$ cat src/rtl/if_fetch_pkg.sv
// Shared constants for the instruction fetch unit: bus widths, state
// encodings, reset values and the jump-target alignment helper.
package if_fetch_pkg;

    localparam int INST_ADDR_W = 32;
    localparam int INST_DATA_W = 32;
    localparam int BYTE_W      = 8;
    localparam int CNT_W       = 3;
    // Bytes 0..2 are buffered; byte 3 goes straight into the output word.
    localparam int BUF_W       = 24;

    localparam logic [1:0] ST_IDLE  = 2'd0;
    localparam logic [1:0] ST_FETCH = 2'd1;
    localparam logic [1:0] ST_DONE  = 2'd2;

    localparam logic [CNT_W-1:0] CNT_ZERO = 3'd0;
    localparam logic [CNT_W-1:0] CNT_LAST = 3'd4;

    localparam logic [INST_ADDR_W-1:0] RESET_PC  = 32'h0000_0000;
    localparam logic [INST_DATA_W-1:0] ZERO_WORD = 32'h0000_0000;
    localparam logic [INST_ADDR_W-1:0] PC_STEP   = 32'd4;

    // Instructions are word aligned: low two address bits are dropped.
    function automatic logic [INST_ADDR_W-1:0] align_word(input logic [INST_ADDR_W-1:0] a);
        return a & ~32'h0000_0003;
    endfunction

endpackage

$ cat src/rtl/if_fetch.sv
// Instruction fetch: reads a 32-bit instruction one byte per cycle from a
// byte-wide memory (data one cycle after address), assembles it little-endian
// and presents it with its PC to the IF/ID stage, honouring stall, jump
// redirect and a global ready/freeze.
module if_fetch
    import if_fetch_pkg::*;
(
    input  logic                   clk_in,
    input  logic                   rst_in,
    input  logic                   rdy_in,
    input  logic                   stall_in,
    input  logic                   jump_en,
    input  logic [INST_ADDR_W-1:0] jump_target,
    input  logic [BYTE_W-1:0]      mem_din,
    output logic [INST_ADDR_W-1:0] mem_a,
    output logic                   mem_rd_en,
    output logic [INST_ADDR_W-1:0] output_pc,
    output logic [INST_DATA_W-1:0] output_instru,
    output logic                   output_valid
);

    logic [1:0]             r_state;
    logic [CNT_W-1:0]       r_cnt;
    logic [INST_ADDR_W-1:0] r_pc;
    logic [BUF_W-1:0]       r_buf;
    logic [INST_ADDR_W-1:0] r_out_pc;
    logic [INST_DATA_W-1:0] r_out_instru;
    logic                   r_valid;

    logic [INST_ADDR_W-1:0] w_mem_a;
    logic                   w_mem_rd_en;

    // Fetch sequencer: state, byte counter, PC, byte buffer and presented outputs.
    always_ff @(posedge clk_in) begin
        if (rst_in) begin
            r_state      <= ST_IDLE;
            r_cnt        <= CNT_ZERO;
            r_pc         <= RESET_PC;
            r_buf        <= '0;
            r_out_pc     <= RESET_PC;
            r_out_instru <= ZERO_WORD;
            r_valid      <= 1'b0;
        end else if (rdy_in) begin
            if (jump_en) begin
                // Redirect wins over stall and over a word completing this edge;
                // the presented pc/instru are kept, only valid is dropped.
                r_pc    <= align_word(jump_target);
                r_buf   <= '0;
                r_state <= ST_FETCH;
                r_cnt   <= CNT_ZERO;
                r_valid <= 1'b0;
            end else begin
                case (r_state)
                    ST_IDLE: begin
                        r_state <= ST_FETCH;
                        r_cnt   <= CNT_ZERO;
                        r_valid <= 1'b0;
                    end
                    ST_FETCH: begin
                        if (r_cnt == CNT_LAST) begin
                            // Last byte arrives now; it lands directly in the top byte.
                            r_out_instru <= {mem_din, r_buf};
                            r_out_pc     <= r_pc;
                            r_pc         <= r_pc + PC_STEP;
                            r_buf        <= '0;
                            r_state      <= ST_DONE;
                            r_cnt        <= CNT_ZERO;
                            r_valid      <= 1'b1;
                        end else begin
                            // mem_din carries the byte addressed in the previous cycle.
                            case (r_cnt)
                                3'd1:    r_buf[7:0]   <= mem_din;
                                3'd2:    r_buf[15:8]  <= mem_din;
                                3'd3:    r_buf[23:16] <= mem_din;
                                default: ;
                            endcase
                            r_cnt   <= r_cnt + 3'd1;
                            r_valid <= 1'b0;
                        end
                    end
                    ST_DONE: begin
                        if (!stall_in) begin
                            r_state <= ST_FETCH;
                            r_cnt   <= CNT_ZERO;
                            r_valid <= 1'b0;
                        end
                    end
                    default: begin
                        r_state <= ST_IDLE;
                        r_cnt   <= CNT_ZERO;
                        r_valid <= 1'b0;
                    end
                endcase
            end
        end
    end

    // Memory address/strobe: active only while bytes 0..3 are being requested.
    always_comb begin
        w_mem_a     = ZERO_WORD;
        w_mem_rd_en = 1'b0;
        if ((r_state == ST_FETCH) && (r_cnt != CNT_LAST)) begin
            w_mem_a     = r_pc + {29'd0, r_cnt};
            w_mem_rd_en = 1'b1;
        end
    end

    assign mem_a         = w_mem_a;
    assign mem_rd_en     = w_mem_rd_en;
    assign output_pc     = r_out_pc;
    assign output_instru = r_out_instru;
    assign output_valid  = r_valid;

endmodule

$ cat config.mk
export PLATFORM = sky130hd
export DESIGN_NAME = if_fetch
export DESIGN_NICKNAME = d
export VERILOG_FILES = /design/src/rtl/if_fetch_pkg.sv /design/src/rtl/if_fetch.sv
export SDC_FILE = /design/constraint.sdc
export NUM_CORES = 1
export LEC_CHECK = 0
export ABC_CLOCK_PERIOD_IN_PS = 4400
export BUFFER_PORTS_ARGS = -buffer_cell sky130_fd_sc_hd__buf_2
export CORE_MARGIN = 2
export CORE_UTILIZATION = 58
export CTS_CLUSTER_DIAMETER = 120
export DETAILED_ROUTE_END_ITERATION = 8
export MAX_ROUTING_LAYER = met4
export PLACE_DENSITY = 0.89
export REMOVE_ABC_BUFFERS = 1
export SETUP_SLACK_MARGIN = 0.5
export SLEW_MARGIN = 15
export SYNTH_ARGS = -nofsm -noshare
export SYNTH_HDL_FRONTEND = slang
export SYNTH_SLANG_ARGS = --single-unit
$ cat constraint.sdc
create_clock -name clk_in -period 4.4 [get_ports clk_in]
set_input_delay 0.88 -clock clk_in [delete_from_list [all_inputs] [get_ports clk_in]]
set_output_delay 0.88 -clock clk_in [all_outputs]
set_load 0.05 [all_outputs]
---- After elaboration in Yosys (flattened, before gate mapping) ----
Cells that the tools add are included.
operators by class
  add/subtract/negate cells ............... 3
  equality and inequality tests ........... 9
  muxes and demuxes ....................... 23
  bitwise gates (word level) .............. 1
  reduce and logical (&&, ||, !) cells .... 14
operators with widths
  kind                                                                   number
  32-bit 2-to-1 mux                                                      4
  24-bit 2-to-1 mux                                                      3
  32-bit by 3-bit adder with 32-bit output                               1
  32-bit by 3-bit adder with 32-bit output, second input constant        1
  8-bit 2-to-1 mux                                                       3
  3-bit AND reduction                                                    5
  3-bit 2-to-1 mux                                                       3
  3-bit != test, second input constant                                   3
  3-bit nonzero test                                                     3
  3-bit by 2-bit equality test with 1-bit output, second input constant  2
  2-bit 2-to-1 mux                                                       3
  2-bit case mux with 3 select lines                                     1
  3-bit case mux with 2 select lines                                     1
  1-bit 2-to-1 mux                                                       4
  4-bit AND reduction                                                    1
  2-bit nonzero test                                                     2
  3-bit by 1-bit adder with 3-bit output, second input constant          1
  3-bit by 1-bit equality test with 1-bit output, second input constant  1
  3-bit equality test, second input constant                             1
  2-bit by 1-bit equality test with 1-bit output, second input constant  1
  2-bit equality test, second input constant                             1
  2-bit zero test                                                        1
  1-bit case mux with 2 select lines                                     1
  2-bit AND reduction                                                    1
  2 further kinds                                                        2
storage, ports and cells
  flip-flop bits (word level) ............. 126

---- Logic depth before layout (Yosys ltp) ----
  depth in word-level cells ............... 5
  gate-level depth with buffers ........... 9
  gate-level depth less buffers ........... 7

---- Worst setup path after synthesis ----
Ideal clock, no wire load.
  path type ............................... register -> output
  from .................................... register r_pc[2]
  to ...................................... output port mem_a[31]
  arrival ................................. 2535 ps
  data required time ...................... 3520 ps
  path slack .............................. 985 ps
  cell stages (with the launch flop) ...... 7
  path buffers ............................ 0
  cells stage by stage .................... dfxtp_1 ha_1 nand3_1 nor4_2 nand3_1 or3_1 a21oi_1
between the ends
  cells in the longest elaborated chain, start to end .. 2
RTL lines
  what                                      line             RTL
  start: declaration                        if_fetch.sv:24   logic [INST_ADDR_W-1:0] r_pc;
  start signal: assignment                  if_fetch.sv:47   r_pc <= align_word(jump_target);
  start signal: assignment                  if_fetch.sv:64   r_pc <= r_pc + PC_STEP;
  32-bit by 3-bit adder with 32-bit output  if_fetch.sv:103  w_mem_a = r_pc + {29'd0, r_cnt};
  32-bit 2-to-1 mux                         if_fetch.sv:102  if ((r_state == ST_FETCH) && (r_cnt != CNT_LAST)) begin
  end: declaration                          if_fetch.sv:15   output logic [INST_ADDR_W-1:0] mem_a,
No other way between the ends.

---- Worst setup path after layout ----
  from .................................... register r_pc[20]
  to ...................................... output port mem_a[31]
Same word-level chain as after synthesis.

==> flow_summary.json <==
{
  "die_w_um": 106,
  "tns_ns": 0,
  "crit_arrival_ns": 2.86,
  "drtIter0Drc": 784,
  "first_pass_iters": 6,
  "synth_top_cell_area_share_pct": 40.2,
  "fin_area_mm2": 0.00735,
  "die_y_um": 106,
  "cts_num_sinks": 122,
  "use_met1_pct": 39.1,
  "fin_worst_skew_ns": 0.00668,
  "fin_crit_ns": 3.74,
  "grt_use_met2_pct": 47.8,
  "tritoncts.num_buffers": 17,
  "path_cells": "nand3_1 > nor4_2 > nand3_1 > or3_1 > a21oi_1 > buf_2",
  "finalMaxSlewViolations": 0,
  "rsz0062_at_grt": "false",
  "cp_num_buf_inv": 1,
  "cts.path.max_buffers": 2,
  "diodes": 0,
  "dp.cells": 1035,
  "grt_pass1_vias": 5773,
  "placed_cell_area_mm2": 0.00673,
  "viasPerCell": 5.97,
  "cp_top_family": "simple AND/OR/NAND/NOR gates",
  "core_area_mm2": 0.0102,
  "crit_path_max_fanout": 10,
  "switching_share_pct": 27.4,
  "synth.area.top_cells": "dfxtp_1, nand2_1, a21oi_1",
  "grt_antenna_before_repair": 0,
  "ys_seq_elements": 122,
  "use_met3_pct": 7.66,
  "drv_cap": 0,
  "final_nets": 971,
  "ys_seq_area_share_pct": 40.2,
  "synth_cell_types": 64,
  "crit_type": "reg -> out",
  "floorplan.rows": 37,
  "via_count": 6379,
  "die_area_mm2": 0.0113,
  "area_growth_syn_to_layout_pct": 20.9,
  "port_buffers": 138,
  "required_ns": 3.52,
  "crit_slowest_cell": "dfxtp_1",
  "drtAntennaViolNets": 0,
  "vdd_drop_max_mv": 0.268,
  "synth_warnings": 0,
  "crit_path_end_kind": "primary output",
  "switchingPower_uw": 739,
  "worst_slew_pin_slew_ns": 0.796,
  "min_path_type": "reg -> reg",
  "finalHoldViolCount": 0,
  "critPathMaxStageDelay_ns": 0.54,
  "cts_tree": "built",
  "hold_ws_ns": 0.449,
  "clk_pin_slew_worst_paths_ns": 0.06,
  "instances_no_fill": 1068,
  "syn-instance-count": 820,
  "io_pins": 143,
  "power_leakage_nw": 2.89,
  "final_layout_size_suffix_gt1_share_pct": 21.2,
  "startpoint_type": "flop",
  "crit_path_start": "r_pc[20]$_SDFFE_PP0P_",
  "r2r_slack_ns": 1.63,
  "wl_per_cell_um": 16.0,
  "slew_headroom_pct": 46.5,
  "wirelength_um": 17100,
  "fmax_mhz": 268,
  "path_common_cell": "nand3_1",
  "avgSynthCellArea_um2": 7.41,
  "drcViolationCount": 0,
  "clkPwrFrac_pct": 49.6,
  "dp_hpwl_um": 10900,
  "overflow": 0,
  "layout_common_cells": "nand2_1, buf_2, dfxtp_1",
  "p_int_mw": 1.96,
  "grt_pass1_wl_um": 27500,
  "synth_edf_count": 0,
  "clk_latency_ns": 0.52,
  "fillerInstances": 800,
  "finalCritPeriodShare_pct": 84.9,
  "place.gp.congestion": 0.984,
  "start_util_pct": 59.4,
  "min-delay-start": "output_pc[20]$_SDFFE_PP0P_",
  "yosysTopAreaCell": "dfxtp_1",
  "power.share.combinational_pct": 7.5,
  "mostFrequentLayoutCell": "nand2_1",
  "grt_max_degree": 76,
  "netlist_area_mm2": 0.00608,
  "htreeDepth": 4,
  "seq_power_share_pct": 42.8,
  "status": "finished clean",
  "setup_violations": 0,
  "reg2reg_from": "r_pc[3]$_SDFFE_PP0P_",
  "async_flop_share_pct": 0,
  "top_usage_layer": "met2",
  "grt_use_total_pct": 31.2,
  "cts_root_buf": "clkbuf_8",
  "synthFlopType": "dfxtp_1",
  "power.density_mw_per_mm2": 367
}
## repair_timing
item                       CTS  global route
resized for setup            3             5
hold buffers                 0             0
pin swaps                    1             0
setup endpoints to repair    5            14
setup buffers                1             0
## worst paths after layout
path	to	cells past startpoint
max	mem_a[31]	6
min	output_pc[20]$_SDFFE_PP0P_	2
max reg2reg	r_pc[26]$_SDFFE_PP0P_	6
min reg2reg	output_pc[20]$_SDFFE_PP0P_	2
## power by group through the flow
stage	Clock [mW]	Combinational (mW)	Sequential, mW
after global routing	1.40	0.221	1.16
final	1.34	0.203	1.16
after CTS	1.34	0.200	1.15
after global placement	0	0.194	1.18
after detailed placement	0	0.196	1.18
after floorplan	0	0.113	1.17
## per-stage QoR
stage | total power, mW | utilization [%] | worst slack [ns]
CTS | 2.69 | 71.6 | 0.466
floorplan | 1.28 | - | 0.891
global placement | 1.37 | 65.8 | 0.884
finish | 2.70 | 71.8 | 0.665
detailed placement | 1.37 | 65.8 | 0.864
global route | 2.78 | 71.8 | 0.515
## routing by layer
layer  share of wire (%)  up-vias
met5                   0        -
met4                 3.3        0
met3                 8.0       61
met2                  47      360
met1                  42     2932
li1                    -     3026
## logic make-up (layout without fill, tap and decap cells)
| family | Yosys count | count (layout) | share of synthesized area (%) |
|---|---|---|---|
| AOI/OAI and AO/OA | 193 | 193 | 19.4 |
| xor gates and xnor gates | 26 | 26 | 3.75 |
| adders and majority gates | 7 | 7 | 1.44 |
| buffers and inverters | 82 | 193 | 5.66 |
| DFF | 122 | 122 | 40.2 |
| muxes | 5 | 5 | 0.844 |
| other | 1 | 2 | 0.0617 |
| and+or+nand+nor | 384 | 384 | 28.7 |
## worst register-to-register path: stages, from the launching register on
cell and delay, ns:
dfxtp_1 0.52, ha_1 0.27, nand3_1 0.22, nor3_1 0.62, nand2_1 0.33, o311a_1 0.36
or3_1 0.34
## state kept, by name (all words and copies together) (netlist names)
signal and count:
r_cnt 3, output_valid 1, r_buf 24, r_state 2, r_pc 30, output_instru 32, output_pc 30
## area by class of cell
type	count	area [um^2]	area share, %
multi-input combinational	617	3340	45.5
sequential	122	2440	33.3
timing repair buffer	150	783	10.7
clock buffer	17	414	5.64
tap	136	170	2.32
clock inverter	15	153	2.08
inverter	11	41.3	0.562
## synthesized netlist by cell type (7+ instances only)
cell type / instances
xnor2_1: 16
nand2_1: 171
xor2_1: 10
dfxtp_1: 122
clkbuf_1: 49
ha_1: 7
nor2_1: 103
or3_1: 7
o21ai_0: 11
o21ai_1: 14
buf_2: 16
and3_1: 9
nand4_1: 16
nand3_1: 21
inv_1: 10
nor3_1: 18
a211oi_1: 7
a22oi_1: 15
a21oi_1: 97
(Power assumes the default switching activity.)
